### src/rtl/aux_uart_boot_loader.sv
// Aux UART boot loader: 8N1 bytes (8E1 when AUX_UART_PARITY_EN is defined) packed little-endian into 32-bit word writes.
// Latency: boot_valid pulses the cycle after the 4th byte's stop sample; boot_addr advances the cycle after that.
// Backpressure: none; writes are strobed and must be absorbed by the sink, and rx cannot be stalled.
module aux_uart_boot_loader #(
    parameter int CLK_FREQUENCY  = 50000000,
    parameter int BAUD_RATE      = 115200,
    parameter int TIMEOUT_CYCLES = 5000000,
    parameter int ADDR_W         = 14
) (
    input  logic              clk,
    input  logic              resetb,
    input  logic              rx,
    output logic              boot_valid,
    output logic [ADDR_W-1:0] boot_addr,
    output logic [31:0]       boot_data,
    output logic              boot_busy,
    output logic              frame_err
);

    localparam int DIV    = CLK_FREQUENCY / BAUD_RATE;
    localparam int CNT_W  = $clog2(DIV) + 1;
    localparam int IDLE_W = $clog2(TIMEOUT_CYCLES) + 1;
    localparam logic [CNT_W-1:0]  BIT_END  = CNT_W'(DIV - 1);
    localparam logic [CNT_W-1:0]  HALF_END = CNT_W'(DIV / 2 - 1);
    localparam logic [IDLE_W-1:0] IDLE_END = IDLE_W'(TIMEOUT_CYCLES - 1);

    typedef enum logic [2:0] {
        S_IDLE,
        S_START,
        S_DATA,
`ifdef AUX_UART_PARITY_EN
        S_PARITY,
`endif
        S_STOP,
        S_DONE
    } state_t;

    state_t              r_state;
    state_t              w_next;
    logic                r_rx_meta;
    logic                r_rx_sync;
    logic                r_rx_prev;
    logic [CNT_W-1:0]    r_cnt;
    logic [CNT_W-1:0]    w_end;
    logic                w_tick;
    logic                w_fall;
    logic                w_accept;
    logic                w_reject;
    logic                w_par_ok;
    logic [IDLE_W-1:0]   r_idle;
    logic [2:0]          r_bit;
    logic [7:0]          r_shift;
    logic [1:0]          r_byte;
    logic [31:0]         r_data;
    logic [ADDR_W-1:0]   r_addr;
    logic                r_valid;
    logic                r_ferr;

    // Two-flop synchroniser plus one history flop for falling-edge detection.
    always_ff @(posedge clk or negedge resetb) begin
        if (!resetb) begin
            r_rx_meta <= 1'b1;
            r_rx_sync <= 1'b1;
            r_rx_prev <= 1'b1;
        end else begin
            r_rx_meta <= rx;
            r_rx_sync <= r_rx_meta;
            r_rx_prev <= r_rx_sync;
        end
    end

    assign w_fall = r_rx_prev & ~r_rx_sync;

`ifdef AUX_UART_PARITY_EN
    logic r_par_bad;

    // Even parity: the parity bit must equal the XOR of the eight data bits.
    always_ff @(posedge clk or negedge resetb) begin
        if (!resetb) begin
            r_par_bad <= 1'b0;
        end else if (r_state == S_PARITY && w_tick) begin
            r_par_bad <= r_rx_sync ^ (^r_shift);
        end
    end

    assign w_par_ok = ~r_par_bad;
`else
    assign w_par_ok = 1'b1;
`endif

    // State register.
    always_ff @(posedge clk or negedge resetb) begin
        if (!resetb) begin
            r_state <= S_IDLE;
        end else begin
            r_state <= w_next;
        end
    end

    // Next-state and byte accept/reject decode; the start bit is sampled at half a bit time.
    always_comb begin
        w_next   = r_state;
        w_end    = (r_state == S_START) ? HALF_END : BIT_END;
        w_tick   = (r_cnt == w_end);
        w_accept = 1'b0;
        w_reject = 1'b0;
        case (r_state)
            S_IDLE: begin
                // A start edge beats a simultaneous timeout.
                if (w_fall) begin
                    w_next = S_START;
                end else if (r_idle == IDLE_END) begin
                    w_next = S_DONE;
                end
            end
            S_START: begin
                if (w_tick) begin
                    w_next = r_rx_sync ? S_IDLE : S_DATA;
                end
            end
            S_DATA: begin
                if (w_tick && r_bit == 3'd7) begin
`ifdef AUX_UART_PARITY_EN
                    w_next = S_PARITY;
`else
                    w_next = S_STOP;
`endif
                end
            end
`ifdef AUX_UART_PARITY_EN
            S_PARITY: begin
                if (w_tick) begin
                    w_next = S_STOP;
                end
            end
`endif
            S_STOP: begin
                if (w_tick) begin
                    w_next   = S_IDLE;
                    w_accept = r_rx_sync & w_par_ok;
                    w_reject = ~(r_rx_sync & w_par_ok);
                end
            end
            S_DONE: begin
                w_next = S_DONE;
            end
            default: begin
                w_next = S_IDLE;
            end
        endcase
    end

    // Bit timing, idle timeout counting and deserialisation.
    always_ff @(posedge clk or negedge resetb) begin
        if (!resetb) begin
            r_cnt   <= '0;
            r_idle  <= '0;
            r_bit   <= '0;
            r_shift <= '0;
        end else begin
            if (r_state == S_IDLE || r_state == S_DONE || w_tick) begin
                r_cnt <= '0;
            end else begin
                r_cnt <= r_cnt + CNT_W'(1);
            end
            if (r_state == S_IDLE) begin
                if (w_fall) begin
                    r_idle <= '0;
                end else if (r_idle != IDLE_END) begin
                    r_idle <= r_idle + IDLE_W'(1);
                end
            end
            if (r_state == S_START) begin
                r_bit <= '0;
            end else if (r_state == S_DATA && w_tick) begin
                r_bit   <= r_bit + 3'd1;
                r_shift <= {r_rx_sync, r_shift[7:1]};
            end
        end
    end

    // Word assembly, write strobe, address advance and sticky framing error.
    always_ff @(posedge clk or negedge resetb) begin
        if (!resetb) begin
            r_byte  <= '0;
            r_data  <= '0;
            r_addr  <= '0;
            r_valid <= 1'b0;
            r_ferr  <= 1'b0;
        end else begin
            r_valid <= w_accept && (r_byte == 2'd3);
            if (w_accept) begin
                r_data[{r_byte, 3'b000} +: 8] <= r_shift;
                r_byte <= r_byte + 2'd1;
            end
            if (w_reject) begin
                r_ferr <= 1'b1;
            end
            // A partial word left at timeout is dropped.
            if (r_state == S_IDLE && w_next == S_DONE) begin
                r_byte <= '0;
            end
            if (r_valid) begin
                r_addr <= r_addr + ADDR_W'(1);
            end
        end
    end

    assign boot_valid = r_valid;
    assign boot_addr  = r_addr;
    assign boot_data  = r_data;
    assign boot_busy  = (r_state != S_DONE);
    assign frame_err  = r_ferr;

endmodule

### config.mk
export PLATFORM = sky130hd
export DESIGN_NAME = aux_uart_boot_loader
export DESIGN_NICKNAME = d
export VERILOG_FILES = /design/src/rtl/aux_uart_boot_loader.sv
export SDC_FILE = /design/constraint.sdc
export NUM_CORES = 1
export LEC_CHECK = 0
export ABC_AREA = 1
export ABC_CLOCK_PERIOD_IN_PS = 2000
export CORE_MARGIN = 2
export CORE_UTILIZATION = 51
export DETAILED_ROUTE_END_ITERATION = 8
export PLACE_DENSITY = 0.87
export SYNTH_ARGS = -nofsm -noshare
export SYNTH_HDL_FRONTEND = slang
export SYNTH_SLANG_ARGS = --single-unit
export TNS_END_PERCENT = 5
### constraint.sdc
create_clock -name clk -period 2 [get_ports clk]
set_clock_uncertainty 0.05 [all_clocks]
set_input_delay 0.4 -clock clk [delete_from_list [all_inputs] [get_ports clk]]
set_output_delay 0.4 -clock clk [all_outputs]
set_load 0.1 [all_outputs]
# Yosys cells after proc, flatten, opt, wreduce, memory -nomap -nowiden
# Index checks and enable logic that the tools add are counted.
# classes
shifts,2
n_reduce_logical,12
mux,20
eq_ne,11
n_addsub,6
n_bitwise,3
# ops
cell,count
$mux W24,2
$bwmux W32,1
$shift A8 B7 Y32 const A,1
$shiftx A8 B7 Y32,1
$add A24 B1 Y24 const B,1
$eq A24 B23 Y1 const B,1
$ne A24 B23 Y1 const B,1
$mux W3,7
$pmux W3 S5,1
$add A14 B1 Y14 const B,1
$add A10 B1 Y10 const B,1
$eq A10 B9 Y1,1
$mux W10,1
$eq A3 B3 Y1 const B,3
$mux W9,1
$neg A5 Y7,1
$eq A3 B2 Y1 const B,2
$mux W2,3
$reduce_bool A2 Y1,3
$logic_and A1 B1 Y1,4
$mux W1,4
$reduce_and A2 Y1,2
$add A3 B1 Y3 const B,1
$eq A3 B1 Y1 const B,1
7 further kinds,9
# totals
reg_bits,101
out_inout_bits,49
in_bits,3
wordCells,67

# Logic depth before layout (Yosys ltp)
# Gate-level depths: netlist of run 1.
# logic_depth
word_depth,9
ltp_mapped,11
ltp_nobuf,10

# Worst setup path before layout of run 1
# No wires, ideal clock.
# synth_timing
kind,register to register
from,"register r_addr[0], in the netlist boot_addr[0]"
to,"register r_addr[12], in the netlist boot_addr[12]"
period_less_slack_ns,2.145
arrival_time_ns,1.934
setup_time_ns,0.162
stages_incl_launch_ff,7
path_slack_ns,-0.145
required_ns,1.788
n_path_buf,0
path_cell_list,dfrtp_1 ha_1 nand3_1 nor2_1 nand4_1 nor2_1 xor2_1
# synth_between
elab_chain_len,1
# synth_rtl
element,line_no,text
from (decl),55,logic [ADDR_W-1:0] r_addr;
from (signal assigned),204,r_addr <= r_addr + ADDR_W'(1);
$add A14 B1 Y14,204,
# No other way between the ends.
# A chain may end at the register's enable or synchronous reset.

# Worst setup path in the final report of run 1
# layout_timing
from,register r_state[2]
to,"register r_data[31], in the netlist boot_data[31]"
# layout_between
elab_chain_len,5
elab_cells_between_ends,6
classes_between,eq/ne: 3; mux: 3
# layout_rtl
element,line_no,text
from (decl),38,state_t r_state;
from (signal assigned),96,r_state <= w_next;
$eq A3 B1 Y1,103,w_end = (r_state == S_START) ? HALF_END : BIT_END;
$mux W9,103,
$eq A10 B9 Y1,104,w_tick = (r_cnt == w_end);
$mux W1,138,if (w_tick) begin
$mux W1 (*),107,case (r_state)
"to (signal, indexed assignment)",193,"r_data[{r_byte, 3'b000} +: 8] <= r_shift;"
to (decl),54,logic [31:0] r_data;
# Every way passes the cells marked *; elsewhere a longest branch is shown, timed or not.

==> summary.md, run 1 <==
| Metric | Value |
|---|---|
| CTS tree | `built` |
| Initial Util | `52.2%` |
| Synth Register Bits | `101` |
| Mux share of post-synthesis cell area | `0.222%` |
| Syn nets | `648` |
| Die area | `0.0108 mm2` |
| Post-route ant nets | `0` |
| Ys async rst share | `100%` |
| Via count | `4344` |
| Fill cell count | `800` |
| Synth area leaders | `dfrtp_1 (48%), nand2_1 (15%), nor2_1 (5.5%), o21ai_0 (5.4%), nand3_1 (5.2%)` |
| GP Congestion | `0.950` |
| Die span in x | `104 um` |
| Clk_lat worst skew | `0.38 ns` |
| Number of standard cells in the final layout excluding fillers | `833` |
| Hold Buf Count CTS | `0` |
| Number of global-route vias before repair | `4102` |
| Required time worst endpoint | `2.23 ns` |
| Least-Margin Pin Slew | `0.524 ns` |
| Total Wirelength | `10800 um` |
| Register area share after synthesis | `49.8%` |
| Post-synthesis xor/xnor area fraction | `4.65%` |
| CTS Buf Count | `9` |
| Final HPWL from detailed placement | `7700 um` |
| Ys flop type | `dfrtp_1` |
| Slew Limit Fails | `0` |
| Largest net degree at the start of global routing | `102` |
| Peak supply drop | `0.317 mV` |
| Setup TNS | `0 ns` |
| Relative slew slack | `65.1%` |
| Die height | `104 um` |
| Clock Sinks | `101` |
| CP Launch Type | `flop` |
| Synth warn | `0` |
| Reg2Reg Setup Slack | `0.12 ns` |
| CP Class | `flop to flop` |
| Compound-Gate Fraction of Synth Area | `6.92%` |
| Leakage | `2.75 nW` |
| Hold Vio Cnt, Final | `0` |
| Fin crit period | `1.88 ns` |
| Power density cells | `656 mW/mm2` |
| Count of input and output buffers | `51` |
| First-pass DRT Iterations | `5` |
| Leading cell types by count after synthesis | `nand2_1 (203), dfrtp_1 (98), nor2_1 (75)` |
| Synth area leader | `dfrtp_1` |
| Critical path endpoint category | `flop` |
| Hold Crit Class | `input pin to asynchronous set/reset pin` |
| Row count | `36` |
| CP Data Arrival Time | `2.11 ns` |
| Worst hold slack | `0.0141 ns` |
| Synth Area in Simple Gates | `30.4%` |
| Status | `finished, final reports clean` |
| Largest family of logic cells by synthesized area | `simple AND/OR/NAND/NOR gates` |
| Cells after synthesis | `635` |
| Number of synthesized flops with an enable pin | `0` |
| CP Max Fanout | `17` |
| RSZ-0062 raised after global routing | `true` |
| Core ar. | `0.00973 mm2` |
| Share of the clock period used by the worst path | `94.0%` |
| Top-count cell post-synth | `nand2_1` |
| GRT overflow | `0` |
| # DRC | `0` |
| Adder-Cell Fraction of Synth Area | `2.46%` |
| Final setup fails | `0` |
| Area of the multi-input gates | `0.00227 mm2` |
| Syn_area_per_cell | `8.00 um2` |
| P&R area growth vs syn | `18.3%` |
| Via density | `5.21` |
| Max Cap Viol | `0` |
| Placed cells | `815` |
| Fmax | `532 MHz` |
| H-tree depth | `3` |
| Clock slew seen by the registers of the worst setup and hold paths | `0.11 ns` |
| Top cell type's share of synthesized area | `48.3%` |
| Routed WL per cell | `13.0 um` |
| Post-synth cell types | `30` |
| Initial antenna violation count | `0` |
| Total GRT Usage | `21.2%` |
| Share of layout cells above drive strength 1 | `13.6%` |
| Setup ws final | `0.120 ns` |
| Post-place setup slack | `0.0180 ns` |
| Diode count | `0` |
| Register area | `0.00253 mm2` |
| CTS Buffer Depth | `2` |
| First-pass GRT wire length | `19000 um` |
| CTS root buf | `clkbuf_8` |
| Synth Cell Area | `0.00508 mm2` |
| Final #Nets | `708` |
| Initial DRC count | `286` |
| Top Ports | `52` |
[layout make-up]
cell class | instances | share of cell area (%)
Clock buffer | 9 | 2.06
Timing Repair Buffer | 64 | 10.8
Clock inverter | 7 | 1.14
Sequential cell | 101 | 42.2
Tap cell | 133 | 2.77
Inverter | 52 | 3.25
Multi-Input combinational cell | 467 | 37.8
[cells in the final DEF, fill, tap and decap left out, drive strengths merged]
master	n
mux2	1
buf	63
nor3b	4
nor2	76
nand3	53
o21ai	56
o21bai	2
nand3b	1
a21oi	9
clkinv	4
ha	10
dfrtp	98
xnor2	9
clkdlybuf4s50	1
dfstp	3
clkbuf	9
xor2	18
clkinvlp	2
nand2	205
nand4	12
or2	1
nor3	9
inv	53
nor4	1
[path summary, 6_finish.rpt]
kind	start	endpoint	depth (start not counted)
worst max-delay path	r_state[2]$_DFF_PN0_	boot_data[31]$_DFFE_PN0P_	8
worst min-delay path	resetb	r_idle[2]$_DFFE_PN0P_	2
worst max register to register	r_state[2]$_DFF_PN0_	boot_data[31]$_DFFE_PN0P_	8
worst min register to register	r_rx_meta$_DFF_PN1_	r_rx_sync$_DFF_PN1_	0
max in group asynchronous	resetb	boot_addr[0]$_DFFE_PN0P_	2
min in group clk	r_rx_meta$_DFF_PN1_	r_rx_sync$_DFF_PN1_	0
[through the flow]
| stage | total power, W | util (%) | area [um2] |
|---|---|---|---|
| after floorplan | 0.00258 | - | 5080 |
| after global placement | 0.00271 | 59.5 | 5790 |
| after detailed placement | 0.00273 | 59.5 | 5790 |
| after CTS | 0.00397 | 61.6 | 5990 |
| after global routing | 0.00415 | 61.8 | 6010 |
| final | 0.00394 | 61.8 | 6010 |
[report_power, final]
part	switching, W	total (W)	leakage (nW)	internal (W)
Combinational	0.000305	0.000460	1.28	0.000155
Sequential	0.000104	0.00223	1.38	0.00213
Clock	0.000766	0.00125	0.0911	0.000482
[registers in the layout, indices dropped and copies added (netlist names)]
register,cells
r_rx_meta,1
r_idle,24
frame_err,1
r_state,3
boot_data,32
r_shift,8
r_byte,2
boot_addr,14
r_rx_prev,1
r_cnt,10
r_bit,3
boot_valid,1
r_rx_sync,1
[kinds of logic (layout without fill, tap and decap cells)]
family | after synthesis | in the layout
xor gates and xnor gates | 27 | 27
and+or+nand+nor | 362 | 362
adders and majority gates | 10 | 10
AOI/OAI and AO/OA | 67 | 67
DFF | 101 | 101
buffers and inverters | 67 | 132
muxes | 1 | 1
[what timing repair did]
item | CTS | global route
setup endpoints to repair | 2 | 42
setup buffers | 0 | 2
gates resized for setup | 1 | 6
pin swaps | 0 | 2
[routing by layer]
| layer | up-vias | GRT usage (%) | share of wire (%) |
|---|---|---|---|
| met2 | 144 | 33.9 | 48 |
| met5 | - | 0 | 0 |
| met3 | 20 | 3.96 | 5.4 |
| met1 | 2029 | 28.6 | 45 |
| met4 | 0 | 8.88 | 1.7 |
| li1 | 2151 | - | - |
[critical path, cell delays in order, from the launching register on]
cell     delay [ns]
dfrtp_1        0.41
inv_1          0.06
nand2_1        0.08
nor2_1         0.15
nand2_1        0.12
a21oi_4        0.37
nand4_4        0.29
nand2_1        0.15
o21ai_0        0.09
Note: power is estimated with default switching activity, not from simulation.
==> run 2, diff against run 1 <==
--- a/config.mk
+++ b/config.mk
@@ -7,10 +7,12 @@
 export LEC_CHECK = 0
 export ABC_AREA = 1
 export ABC_CLOCK_PERIOD_IN_PS = 2000
+export CORE_ASPECT_RATIO = 1.75
 export CORE_MARGIN = 2
-export CORE_UTILIZATION = 51
+export CORE_UTILIZATION = 25
 export DETAILED_ROUTE_END_ITERATION = 8
-export PLACE_DENSITY = 0.87
+export HOLD_SLACK_MARGIN = 0.03
+export PLACE_DENSITY = 0.54
 export SYNTH_ARGS = -nofsm -noshare
 export SYNTH_HDL_FRONTEND = slang
 export SYNTH_SLANG_ARGS = --single-unit
==> run 2 against run 1 <==
Total power increased by 14%. Non-clock buffer count grew 12. Final cell count is 15% higher. Worst setup slack improved by 0.047 ns. Sequential power about the same.
==> summary.md, run 2 (synthesis results as in run 1) <==
| Metric | Value |
|---|---|
| Design Power | `0.00449 W (+14%)` |
| Core ar. | `0.0201 mm2 (+110%)` |
| CTS root buf | `clkbuf_16` |
| Post-route ant nets | `0 (unchanged)` |
| Fill cell count | `2104 (+160%)` |
| Top Ports | `52 (unchanged)` |
| Total Wirelength | `12700 um (+17%)` |
| Clock Sinks | `101 (unchanged)` |
| Least-Margin Pin Slew | `0.536 ns (+0.0122 ns)` |
| Critical path destination | `boot_data[28]$_DFFE_PN0P_` |
| CP most frequent cell | `nand2_1` |
| FF-to-FF End | `boot_data[28]$_DFFE_PN0P_` |
| Initial antenna violation count | `0 (unchanged)` |
| Status | `finished, final reports clean` |
| Post-Route Utilization | `31.8% (-30 points)` |
| Share of the clock period used by the worst path | `91.7% (-2.3 points)` |
| Slew Limit Fails | `0 (unchanged)` |
| Via count | `4216 (-2.9%)` |
| Largest net degree at the start of global routing | `40 (-61%)` |
| Post-route cell area | `0.00640 mm2 (+6.5%)` |
| Number of global-route vias before repair | `4228 (+3.1%)` |
| CP Launch Type | `flop` |
| Fin crit period | `1.83 ns (-0.0469 ns)` |
| Fmax | `546 MHz (+2.6%)` |
| Routed WL per cell | `13.3 um (+1.9%)` |
| Final setup fails | `0 (unchanged)` |
| Share of layout cells above drive strength 1 | `14.9% (+1.3 points)` |
| Number of cells on the critical path | `9 (+1)` |
| Die span in x | `112 um (+7.7%)` |
| CP Class | `flop to flop` |
| Hold Crit Class | `flop to flop` |
| Placed cells | `943 (+16%)` |
| Row count | `69 (+92%)` |
| CP max stage cell | `dfrtp_1` |
| Postcts setup bufs | `0 (unchanged)` |
| CP Max Fanout | `17 (unchanged)` |
| Largest register FFs | `32 (unchanged)` |
| Setup ws final | `0.167 ns (+0.0469 ns)` |
| Final HPWL from detailed placement | `9450 um (+23%)` |
| CTS tree | `built` |
| Initial Util | `25.3% (-27 points)` |
| GP Congestion | `0.834 (-12%)` |
| R2r worst-path depth | `9 (+1)` |
| RR Startpoint | `r_state[2]$_DFF_PN0_` |
| Relative slew slack | `63.9% (-1.1 points)` |
| CTS Buf Count | `9 (unchanged)` |
| First-pass GRT wire length | `20900 um (+10%)` |
| Reg2Reg Setup Slack | `0.17 ns (+0.05 ns)` |
| # DRC | `0 (unchanged)` |
| Max Cap Viol | `0 (unchanged)` |
| Worst path cell trace | `inv_1 -> nand2_1 -> nor2_1 -> nand2_1 -> a21oi_4 -> buf_6 -> nand4_4 -> nand2_1 -> o21ai_0` |
| First-pass DRT Iterations | `4 (-1)` |
| Total GRT Usage | `12.3% (-9.0 points)` |
| CP delay by family, top | `simple AND/OR/NAND/NOR gates` |
| P&R area growth vs syn | `25.9%` |
| Hold Vio Cnt, Final | `0 (unchanged)` |
| Critical path endpoint category | `flop` |
| Commonest non-fill, non-tap cell in the layout | `nand2_1` |
| Post-place setup slack | `0.0563 ns (+0.0383 ns)` |
| Crit path launch | `r_state[2]$_DFF_PN0_` |
| Count of input and output buffers | `51 (unchanged)` |
| CTS Buffer Depth | `2 (unchanged)` |
| Initial DRC count | `185 (-35%)` |
| Required time worst endpoint | `2.19 ns (-0.04 ns)` |
| GRT overflow | `0 (unchanged)` |
| RSZ-0062 raised after global routing | `true` |
| Power density cells | `702 mW/mm2 (+7.1%)` |
| Worst path buffer plus inverter count | `2 (+1)` |
| Clk_lat worst skew | `0.35 ns (-0.03 ns)` |
| Placement Cell Area | `0.00608 mm2 (+5.0%)` |
| Number of standard cells in the final layout excluding fillers | `960 (+15%)` |
| Clock slew seen by the registers of the worst setup and hold paths | `0.07 ns (-0.04 ns)` |
| Die height | `193 um (+86%)` |
| Diode count | `0 (unchanged)` |
| Final #Nets | `720 (+1.7%)` |
| Leakage | `2.87 nW (+4.4%)` |
| H-tree depth | `3 (unchanged)` |
| Die area | `0.0215 mm2 (+100%)` |
| CP Data Arrival Time | `2.02 ns (-0.09 ns)` |
| Via density | `4.39 (-16%)` |
| Crit-path max cell delay | `0.42 ns (about the same)` |
| Most frequent cells in the layout | `nand2_1 (203), dfrtp_1 (96), nor2_1 (75)` |
| Peak supply drop | `0.357 mV (+13%)` |
==> run 2: changes by cell type in the layout (fill, tap and decap cells not counted), sizes merged <==
cell	before	now
buf	63	74
clkinv	4	2
clkbuf	9	10
dlygate4sd3	0	1
inv	53	54
==> run 2: how the worst min path moves through the flow <==
stage | from | to | slack (ns) | depth (start not counted)
global placement | resetb | r_cnt[2]$_DFF_PN0_ | 0.29 | 1
CTS | r_rx_meta$_DFF_PN1_ | r_rx_sync$_DFF_PN1_ | 0.31 | 0
finish | r_rx_meta$_DFF_PN1_ | r_rx_sync$_DFF_PN1_ | 0.31 | 0
detailed placement | resetb | r_cnt[2]$_DFF_PN0_ | 0.28 | 1
global route | r_rx_meta$_DFF_PN1_ | r_rx_sync$_DFF_PN1_ | 0.32 | 0
floorplan | resetb | boot_addr[0]$_DFFE_PN0P_ | 0.05 | 0
==> run 2: report_power, final <==
group | switching [W] | internal, W
Sequential | 0.000102 | 0.00213
Combinational | 0.000332 | 0.000189
Clock | 0.000841 | 0.000901
==> run 2: area by class of cell <==
class                   count  area, um2  area share (%)
multi-input cells         467       2280            35.6
clock buffers              10        239            3.73
flip-flops and latches    101       2530            39.6
clock inverters             6       52.6           0.821
well taps                 248        310            4.85
inverters                  52        195            3.05
repair buffers             76        792            12.4
==> run 2: routing by layer <==
metal / global-route usage (%) / wire [um] / vias up
met3: 1.48 / 302 / 30
met2: 22.8 / 6850 / 73
met4: 7.31 / 512 / 0
met5: 0 / 0 / -
met1: 13.2 / 5060 / 1936
li1: - / - / 2177
==> run 2: worst reg2reg max path: cells and delay by family (launching register included) <==
kind,cells,cell delay [ns]
flops,1,0.42
simple gates,5,0.66
buf+inv,2,0.25
compound gates,2,0.34
==> run 2: through the flow <==
stage          hold WS, ns  setup TNS, ns
3_5_place_dp         0.284              0
4_1_cts              0.314              0
6_report             0.311              0
5_1_grt              0.316       -0.00326
2_1_floorplan       0.0544         -0.179
3_3_place_gp         0.288              0
==> run 2: what timing repair did <==
action / in CTS / in global routing
setup endpoints to repair: 0 / 17
resized for setup: 0 / 3
hold endpoints to repair: 20 / 0
hold buffers: 1 / 0
